**src/rtl/math_mac_pkg.sv**
```systemverilog
// Shared types and helpers for the 8x8 dot-product MAC and its Wallace-tree multiplier.
package math_mac_pkg;

    localparam int MAC_OP_W   = 8;
    localparam int MAC_PROD_W = 16;

    typedef struct packed {
        logic [MAC_OP_W-1:0] a;
        logic [MAC_OP_W-1:0] b;
        logic                last;
    } mac_s1_t;

    // Carry word of a 3:2 compressor, already shifted into the next column.
    function automatic logic [MAC_PROD_W-1:0] csa_carry(
        input logic [MAC_PROD_W-1:0] x,
        input logic [MAC_PROD_W-1:0] y,
        input logic [MAC_PROD_W-1:0] z
    );
        return ((x & y) | (x & z) | (y & z)) << 1;
    endfunction

endpackage

```
**src/rtl/math_dot_product_mac_8_if.sv**
```systemverilog
// Operand/result handshake bundle of the dot-product MAC; the DUT side uses the slave modport.
interface math_dot_product_mac_8_if #(
    parameter int ACC_WIDTH = 24,
    parameter int CNT_WIDTH = 9
);
    logic                 i_flush;
    logic                 i_valid;
    logic                 o_ready;
    logic [7:0]           i_multiplier;
    logic [7:0]           i_multiplicand;
    logic                 i_last;
    logic                 o_valid;
    logic                 i_ready;
    logic [ACC_WIDTH-1:0] o_result;
    logic [CNT_WIDTH-1:0] o_count;
    logic                 o_overflow;

    modport master (
        output i_flush, i_valid, i_multiplier, i_multiplicand, i_last, i_ready,
        input  o_ready, o_valid, o_result, o_count, o_overflow
    );

    modport slave (
        input  i_flush, i_valid, i_multiplier, i_multiplicand, i_last, i_ready,
        output o_ready, o_valid, o_result, o_count, o_overflow
    );
endinterface

```
**src/rtl/math_multiplier_wallace_tree_8.sv**
```systemverilog
// Combinational 8x8 unsigned multiplier: partial products reduced 8->6->4->3->2 with 3:2 compressors.
module math_multiplier_wallace_tree_8
    import math_mac_pkg::*;
(
    input  logic [MAC_OP_W-1:0]   i_multiplier,
    input  logic [MAC_OP_W-1:0]   i_multiplicand,
    output logic [MAC_PROD_W-1:0] ow_product
);
    logic [MAC_OP_W-1:0][MAC_PROD_W-1:0] pp;

    for (genvar i = 0; i < MAC_OP_W; i++) begin : g_pp
        assign pp[i] = {{(MAC_PROD_W-MAC_OP_W){1'b0}}, i_multiplier & {MAC_OP_W{i_multiplicand[i]}}} << i;
    end

    logic [MAC_PROD_W-1:0] s0, c0, s1, c1, s2, c2, s3, c3, s4, c4, s5, c5;

    assign s0 = pp[0] ^ pp[1] ^ pp[2];
    assign c0 = csa_carry(pp[0], pp[1], pp[2]);
    assign s1 = pp[3] ^ pp[4] ^ pp[5];
    assign c1 = csa_carry(pp[3], pp[4], pp[5]);

    assign s2 = s0 ^ c0 ^ s1;
    assign c2 = csa_carry(s0, c0, s1);
    assign s3 = c1 ^ pp[6] ^ pp[7];
    assign c3 = csa_carry(c1, pp[6], pp[7]);

    assign s4 = s2 ^ c2 ^ s3;
    assign c4 = csa_carry(s2, c2, s3);

    assign s5 = s4 ^ c4 ^ c3;
    assign c5 = csa_carry(s4, c4, c3);

    // The product fits in 16 bits, so dropping carries past bit 15 is exact.
    assign ow_product = s5 + c5;
endmodule

```
**src/rtl/math_dot_product_mac_8.sv**
```systemverilog
// Streaming 8x8 unsigned dot-product engine: S1 operand register, multiply, S2 accumulate,
// result register held under valid/ready.
module math_dot_product_mac_8
    import math_mac_pkg::*;
#(
    parameter int ACC_WIDTH = 24,
    parameter int CNT_WIDTH = 9
) (
    input  logic                     i_clk,
    input  logic                     i_rst_n,
    math_dot_product_mac_8_if.slave  bus
);
    localparam logic [CNT_WIDTH-1:0] CNT_ONE = 1;

    logic                  rst_done;
    logic                  advance, accept, complete;
    logic                  s1_v;
    mac_s1_t               s1;
    logic [MAC_PROD_W-1:0] prod;
    logic [ACC_WIDTH-1:0]  acc;
    logic [CNT_WIDTH-1:0]  cnt, cnt_n;
    logic                  ovf, ovf_n, cnt_max;
    logic [ACC_WIDTH:0]    sum_n;

    // o_ready stays low until the first edge after reset release.
    always_ff @(posedge i_clk or negedge i_rst_n)
        if (!i_rst_n) rst_done <= 1'b0;
        else          rst_done <= 1'b1;

    assign advance     = !bus.o_valid || bus.i_ready;
    assign bus.o_ready = rst_done && advance && !bus.i_flush;
    assign accept      = bus.i_valid && bus.o_ready;

    math_multiplier_wallace_tree_8 u_mul (
        .i_multiplier   (s1.a),
        .i_multiplicand (s1.b),
        .ow_product     (prod)
    );

    assign sum_n    = {1'b0, acc} + {{(ACC_WIDTH+1-MAC_PROD_W){1'b0}}, prod};
    assign cnt_max  = &cnt;
    assign cnt_n    = cnt_max ? cnt : cnt + CNT_ONE;
    assign ovf_n    = ovf || sum_n[ACC_WIDTH] || cnt_max;
    assign complete = !bus.i_flush && advance && s1_v && s1.last;

    always_ff @(posedge i_clk or negedge i_rst_n) begin
        if (!i_rst_n) begin
            s1_v <= 1'b0;
            s1   <= '0;
            acc  <= '0;
            cnt  <= '0;
            ovf  <= 1'b0;
        end else if (bus.i_flush) begin
            s1_v <= 1'b0;
            acc  <= '0;
            cnt  <= '0;
            ovf  <= 1'b0;
        end else if (advance) begin
            s1_v <= accept;
            if (accept) begin
                s1.a    <= bus.i_multiplier;
                s1.b    <= bus.i_multiplicand;
                s1.last <= bus.i_last;
            end
            if (s1_v) begin
                if (s1.last) begin
                    acc <= '0;
                    cnt <= '0;
                    ovf <= 1'b0;
                end else begin
                    acc <= sum_n[ACC_WIDTH-1:0];
                    cnt <= cnt_n;
                    ovf <= ovf_n;
                end
            end
        end
    end

    // A completing vector on the same edge as a downstream accept keeps o_valid high.
    always_ff @(posedge i_clk or negedge i_rst_n) begin
        if (!i_rst_n) begin
            bus.o_valid    <= 1'b0;
            bus.o_result   <= '0;
            bus.o_count    <= '0;
            bus.o_overflow <= 1'b0;
        end else if (complete) begin
            bus.o_valid    <= 1'b1;
            bus.o_result   <= sum_n[ACC_WIDTH-1:0];
            bus.o_count    <= cnt_n;
            bus.o_overflow <= ovf_n;
        end else if (bus.i_ready) begin
            bus.o_valid    <= 1'b0;
        end
    end
endmodule

```
**src/flat_wrapper.sv**
```systemverilog
// flat-port wrapper written by rule: the top's interface ports become plain ports
module math_dot_product_mac_8_flat import math_mac_pkg::*;
#(
    parameter int ACC_WIDTH = 24,
    parameter int CNT_WIDTH = 9
)
  (i_clk, i_rst_n, bus_i_flush, bus_i_valid, bus_i_multiplier, bus_i_multiplicand, bus_i_last, bus_i_ready, bus_o_ready, bus_o_valid, bus_o_result, bus_o_count, bus_o_overflow);
  math_dot_product_mac_8_if #(.ACC_WIDTH(ACC_WIDTH), .CNT_WIDTH(CNT_WIDTH)) bus_i ();
  input  logic i_clk;
  input  logic i_rst_n;
  input wire logic [$bits(bus_i.i_flush)-1:0] bus_i_flush;
  input wire logic [$bits(bus_i.i_valid)-1:0] bus_i_valid;
  input wire logic [$bits(bus_i.i_multiplier)-1:0] bus_i_multiplier;
  input wire logic [$bits(bus_i.i_multiplicand)-1:0] bus_i_multiplicand;
  input wire logic [$bits(bus_i.i_last)-1:0] bus_i_last;
  input wire logic [$bits(bus_i.i_ready)-1:0] bus_i_ready;
  output wire logic [$bits(bus_i.o_ready)-1:0] bus_o_ready;
  output wire logic [$bits(bus_i.o_valid)-1:0] bus_o_valid;
  output wire logic [$bits(bus_i.o_result)-1:0] bus_o_result;
  output wire logic [$bits(bus_i.o_count)-1:0] bus_o_count;
  output wire logic [$bits(bus_i.o_overflow)-1:0] bus_o_overflow;
  assign bus_i.i_flush = bus_i_flush;
  assign bus_i.i_valid = bus_i_valid;
  assign bus_i.i_multiplier = bus_i_multiplier;
  assign bus_i.i_multiplicand = bus_i_multiplicand;
  assign bus_i.i_last = bus_i_last;
  assign bus_i.i_ready = bus_i_ready;
  assign bus_o_ready = bus_i.o_ready;
  assign bus_o_valid = bus_i.o_valid;
  assign bus_o_result = bus_i.o_result;
  assign bus_o_count = bus_i.o_count;
  assign bus_o_overflow = bus_i.o_overflow;
  math_dot_product_mac_8 #(.ACC_WIDTH(ACC_WIDTH), .CNT_WIDTH(CNT_WIDTH)) u_core (.i_clk(i_clk), .i_rst_n(i_rst_n), .bus(bus_i));
endmodule
```
**config.mk**
```make
export PLATFORM = sky130hd
export DESIGN_NAME = math_dot_product_mac_8_flat
export DESIGN_NICKNAME = d
export VERILOG_FILES = /design/src/rtl/math_mac_pkg.sv /design/src/rtl/math_dot_product_mac_8_if.sv /design/src/rtl/math_multiplier_wallace_tree_8.sv /design/src/rtl/math_dot_product_mac_8.sv /design/src/flat_wrapper.sv
export SDC_FILE = /design/constraint.sdc
export NUM_CORES = 1
export LEC_CHECK = 0
export ABC_AREA = 0
export CAP_MARGIN = 20
export CORE_MARGIN = 4
export CORE_UTILIZATION = 40
export CTS_CLUSTER_SIZE = 25
export DETAILED_ROUTE_END_ITERATION = 12
export SYNTH_ARGS = -nofsm -noshare
export SYNTH_HDL_FRONTEND = slang
export SYNTH_SLANG_ARGS = --single-unit
```
**constraint.sdc**
```tcl
create_clock -name i_clk -period 14 [get_ports i_clk]
set_input_delay 2.8 -clock i_clk [delete_from_list [all_inputs] [get_ports i_clk]]
set_output_delay 2.8 -clock i_clk [all_outputs]
set_load 0.005 [all_outputs]
```
==> results.toml, run 1 <==
[layout]
fillers = 1479
nNetsFinal = 794
syn_to_final_growth_pct = 16.92
diodes = 0
layout-drive-gt1-share_pct = 8.934
ff_latch_area_sq_mm = 0.002202
multiInputGateArea_sq_mm = 0.003906
final_area_sq_mm = 0.007452

[yosys]
synthAdderAreaFrac_pct = 21.01
synth_top_area_share_pct = 34.55
synth_compound_area_share_pct = 15.02
synthSimpleGateAreaFrac_pct = 15.49
yosysSeqAreaShare_pct = 34.55
yosys.area.top_type = "dfrtp_1"
synth_xor_xnor_area_share_pct = 4.947
synth_flop_cell = "dfrtp_1"
synth-edff-count = 0
syn_avg_cell_area_sq_um = 9.959
syn_area_sq_mm = 0.006374
synth.top_cells.by_area = "dfrtp_1, fa_1, ha_1"
synth_async_sr_flop_share_pct = 100.0
muxShareOfSynthArea_pct = 4.731
synth_top_family_by_area = "adder cells"
ys_seq_elements = 88
synthDistinctLibCells = 56
synth_warnings = 0
netlist_instances = 640
syn_nets = 745

[routing]
antenna_left = 0
drt_iter0_markers = 265
drc = 0
drtPass1Iterations = 4
wire_per_inst_microns = 15.10
vias = 4673
wirelength_microns = 13670
vias_per_cell = 5.164

[placed_design]
dpl-instance-area_sq_mm = 0.007136
hpwlAfterDp_microns = 10340
placement.io_buffers = 57
gp_congestion = 0.8738

[timing]
clock.fmax_ghz = 0.1440
period_share_pct = 49.59
hold_violations = 0
finalSetupTns_ns = 0
finalCriticalPeriod_ns = 6.943
worst_hold_slack_ns = 0.4664
slew_violations = 0
tightestPinTransition_ns = 1.020
grt_setup_unrepaired = "no"
max_slew_margin_pct = 32.00
skew_ns = 0.01098
setup_violations = 0

[worst_setup_path]
critPathBufInv = 2
cp_cell_sequence = "clkdlybuf4s50_1, nand2b_1, and3b_1, clkdlybuf4s50_1"
cpMaxStageDelayCell = "clkdlybuf4s50_1"
critPathCaptureType = "output port"
path_delay_family = "buffers and inverters"
path_max_fanout = 6
critPathKind = "input port to output port"
regToRegStartpoint = "u_core.s1[4]"
crit_top_cell = "clkdlybuf4s50_1"
startpoint = "bus_i_ready"
start_kind = "input port"
crit_arrival_ns = 4.14
crit_required_ns = 11.20
crit_path_max_incr_delay_ns = 0.51

[clock_tree]
cts-resized-gates = 0
numCtsBuffers = 9
clk_pin_slew_ns = 0.07
cts_hold_buf = 0
cts_tree = "built"
htree_num_levels = 3
cts.path.max_buffers = 2
cts_root_buffer = "clkbuf_16"
insertion_delay_ns = 0.36
cts_setup_buffers = 0
clock_sinks = 88

[global_route]
antenna_found_initial = 0
track_usage_pct = 15.88
grt_pass1_vias = 4687
grt_max_degree = 60
grt_overflow = 0
grt_first_pass_wirelength_microns = 23170

[die]
die_area_sq_mm = 0.01802
die_y_microns = 134.2
core_area_sq_mm = 0.01543
die_w_microns = 134.2
initial_core_util_pct = 41.31
rows = 45
ios = 58

[min_path]
worstHoldPathType = "flop to flop"
worstHoldStart = "u_core.bus.o_count[8]"

[outcome]
outcome = "finished clean"

[flow_run]
cap_violations = 0
## registers in the layout (all words and copies together) (netlist names)
register               cells
u_core.acc                24
u_core.bus.o_result       24
u_core.s1                 17
u_core.bus.o_count         9
u_core.cnt                 9
u_core.bus.o_overflow      1
u_core.bus.o_valid         1
u_core.ovf                 1
u_core.rst_done            1
u_core.s1_v                1
## worst min-delay path, stage by stage, from the launching register on
cell and delay, ns:
dfrtp_1 0.34, nand2_1 0.05, nand2_1 0.05
## final timing paths
check,end,slack [ns],cells after the start
setup / recovery,bus_o_ready,7.06,4
hold reg to reg,u_core.bus.o_count[8],0.47,2
hold / removal,u_core.bus.o_count[8],0.47,2
min in group asynchronous,u_core.bus.o_result[18],2.36,1
setup reg to reg,u_core.acc[21],7.91,21
max in group asynchronous,u_core.bus.o_result[21],10.55,2
## logic make-up (layout without fill, tap and decap cells)
logic type | Yosys count | in the layout
compound gates | 138 | 138
xor+xnor | 36 | 36
fa+ha+maj | 83 | 83
buf+inv | 69 | 123
flops | 88 | 88
mux | 27 | 27
other cells | 1 | 1
simple gates | 198 | 198
## per-stage QoR
stage | std cells | util, % | worst slack [ns]
floorplan | 640 | - | 8.015
CTS | 904 | 48.21 | 7.053
global placement | 888 | 46.25 | 7.073
detailed placement | 888 | 46.25 | 7.064
global route | 905 | 48.30 | 7.001
finish | 905 | 48.30 | 7.057
## layer usage
metal	track usage [%]	up-vias	part of all wire, %
li1	-	2279	-
met1	21.99	2311	48
met2	25.25	72	48
met3	3.001	11	3.1
met4	5.147	0	1.5
met5	0	-	0
## synthesized netlist by cell type, types with 3 or more instances
| library cell | instances |
|---|---|
| nor2b_1 | 6 |
| o21ai_0 | 35 |
| nand4_1 | 7 |
| o31ai_1 | 6 |
| clkbuf_1 | 16 |
| o21a_1 | 3 |
| nand2b_1 | 8 |
| nand2_1 | 86 |
| or3_1 | 5 |
| dfrtp_1 | 88 |
| nand3_1 | 8 |
| ha_1 | 43 |
| fa_1 | 40 |
| a21o_1 | 9 |
| o21ai_1 | 3 |
| buf_2 | 7 |
| inv_1 | 46 |
| nor2_1 | 15 |
| and2_1 | 50 |
| a31oi_1 | 5 |
| o211ai_1 | 3 |
| mux2_2 | 25 |
| a22o_1 | 18 |
| xor2_1 | 11 |
| and3_1 | 4 |
| xnor2_1 | 25 |
| a21oi_1 | 31 |
## layout by cell type (no fill, tap or decap), drive strengths merged, types with 3 or more instances in the layout
| cell type | n |
|---|---|
| o21a | 3 |
| and3 | 4 |
| ha | 43 |
| xnor2 | 25 |
| a22o | 18 |
| or3 | 5 |
| nand3 | 8 |
| a21o | 9 |
| nand2 | 87 |
| and2 | 51 |
| o21ai | 39 |
| o31ai | 7 |
| nand4 | 7 |
| nand2b | 8 |
| clkdlybuf4s50 | 56 |
| xor2 | 11 |
| mux2 | 25 |
| buf | 5 |
| clkbuf | 9 |
| clkinv | 3 |
| a31oi | 5 |
| nor3 | 4 |
| nor2b | 6 |
| a21oi | 33 |
| inv | 48 |
| o211ai | 4 |
| a311oi | 3 |
| fa | 40 |
| dfrtp | 88 |
| nor2 | 15 |
## area by class of cell
cell class,count,share of cell area (%)
Inverter,46,2.317
Clock buffer,9,3.022
Clock inverter,7,1.024
Tap cell,211,3.543
Timing Repair Buffer,61,8.126
Multi-Input combinational cell,483,52.42
Sequential cell,88,29.55
Power of run 1 is not shown: default switching activity piles up to over one toggle a cycle in this logic, so the estimate is an artifact.
==> run 2: changes to the inputs <==
==> constraint.sdc (replaced) <==
create_clock -name i_clk -period 6.1 [get_ports i_clk]
set_input_delay 1.22 -clock i_clk [delete_from_list [all_inputs] [get_ports i_clk]]
set_output_delay 1.22 -clock i_clk [all_outputs]
set_load 0.005 [all_outputs]
==> run 2 against run 1 <==
Design area rose by 3.0%. Worst setup slack got worse by 6.8 ns. Register-to-register slack got worse by 7.7 ns. Cell count rose by 2.4%. Via count rose by 2.1%. Critical path depth rose by 17. Wire length rose by 4.9%. Global-route usage rose by 0.65 points. Non-clock buffer count rose by 22. Core utilization rose by 1.4 points.
==> results.toml, run 2 (same netlist as run 1, synthesis figures left out) <==
[worst_setup_path]
r2r_setup_slack_ns = 0.22
path_max_fanout = 6
crit_arrival_ns = 6.12
crit_required_ns = 6.35
critPathKind = "flop to flop"
regToRegStartpoint = "u_core.s1[12]"
reg2reg_to = "u_core.acc[21]"
start_kind = "flop"
worstRegToRegCells = 21
critPathCaptureType = "flop"

[routing]
wirelength_microns = 14330
drt_iter0_markers = 343
drc = 0
wire_per_inst_microns = 15.46
vias_per_cell = 5.147
antenna_left = 0
drtPass1Iterations = 4
vias = 4771

[clock_tree]
insertion_delay_ns = 0.35
cts_root_buffer = "clkbuf_16"
numCtsBuffers = 9
clock_sinks = 88
htree_num_levels = 3
cts.path.max_buffers = 2
cts_tree = "built"
cts_hold_buf = 0
clk_pin_slew_ns = 0.07

[global_route]
track_usage_pct = 16.53
antenna_found_initial = 0
grt_max_degree = 56
grtUsageMet3_pct = 2.663
grt_pass1_vias = 4867
grt_overflow = 0
grt_use_met2_pct = 26.26
grt_first_pass_wirelength_microns = 24130
gr-max-usage-layer = "met2"
grtUsageMet1_pct = 23.29

[flow_run]
cap_violations = 0

[outcome]
outcome = "finished clean"

[layout]
final_common_cell = "nand2_1"
layout_common_cells = "nand2_1, dfrtp_1, clkdlybuf4s50_1"
fillers = 1478
nNetsFinal = 816
layout-drive-gt1-share_pct = 13.55
diodes = 0
reg_top3 = "u_core.acc x24, u_core.bus.o_result x24, u_core.s1 x17"
syn_to_final_growth_pct = 20.42
post-route-util_pct = 49.75

[die]
ios = 58
die_y_microns = 134.2
die_w_microns = 134.2
core_area_sq_mm = 0.01543
die_area_sq_mm = 0.01802
initial_core_util_pct = 41.31
rows = 45

[timing]
tightestPinTransition_ns = 1.049
worst_slack_ns = 0.2230
hold_violations = 0
max_slew_margin_pct = 30.06
skew_ns = 0.009867
period_share_pct = 96.34
slew_violations = 0
setup_violations = 0
clock.fmax_ghz = 0.1702
worst_hold_slack_ns = 0.4649
finalCriticalPeriod_ns = 5.877

[placed_design]
pre_cts_ws_ns = 0.01590
placement.io_buffers = 57
hpwlAfterDp_microns = 10680
gp_congestion = 0.9025

[min_path]
holdPathStages = 2
worstHoldStart = "u_core.bus.o_count[8]"
min_delay_worst_endpoint = "u_core.bus.o_count[8]"
worstHoldPathType = "flop to flop"
## run 2: worst max-delay path by stage
stage	startpoint	to	slack (ns)	depth (start not counted)
after global routing	u_core.s1[5]	u_core.acc[21]	-0.03	21
after floorplan	u_core.s1[1]	u_core.acc[21]	0.50	22
after detailed placement	u_core.s1[4]	u_core.acc[21]	0.02	21
final	u_core.s1[12]	u_core.acc[21]	0.22	21
after global placement	u_core.s1[4]	u_core.bus.o_result[21]	0.17	21
after CTS	u_core.s1[4]	u_core.bus.o_result[21]	0.04	21
## run 2: routing by layer
metal | wire, microns | vias to the layer above
met5 | 0 | -
met4 | 251 | 0
met3 | 381 | 16
met2 | 6646 | 62
met1 | 7054 | 2373
li1 | - | 2320
## run 2: cell type report
type / instances / area (sq um) / area share (%)
clock buffer: 11 / 232.7 / 3.032
clock inverter: 5 / 41.29 / 0.5380
inverter: 46 / 172.7 / 2.250
multi-input combinational: 483 / 3976 / 51.81
sequential: 88 / 2207 / 28.76
tap: 211 / 264.0 / 3.440
timing repair buffer: 83 / 780.7 / 10.17
## run 2: worst max-delay path, stage by stage, from the launching register on
cell,delay (ns)
dfrtp_2,0.44
buf_4,0.15
and2_1,0.17
fa_1,0.49
inv_1,0.05
fa_1,0.46
fa_1,0.54
inv_1,0.05
fa_1,0.47
ha_1,0.33
nand2_1,0.10
o21ai_2,0.07
or4_4,0.42
a41o_1,0.24
a21oi_2,0.15
xnor2_1,0.12
ha_2,0.40
nand4_1,0.23
or3_1,0.44
o22ai_2,0.18
o211ai_1,0.10
a21boi_2,0.18
## run 2: metrics by stage
stage / setup TNS (ns) / instances / instance area (sq um)
2_1_floorplan: 0 / 640 / 6374
3_3_place_gp: 0 / 899 / 7218
3_5_place_dp: 0 / 899 / 7218
4_1_cts: 0 / 915 / 7495
5_1_grt: -0.04324 / 927 / 7675
6_report: 0 / 927 / 7675
## run 2: what timing repair did
item                       CTS  global route
setup endpoints to repair    2            21
setup buffers                0            11
pin swaps                    0            11
resized for setup            1            20
Power of run 2 is left out for the same reason.
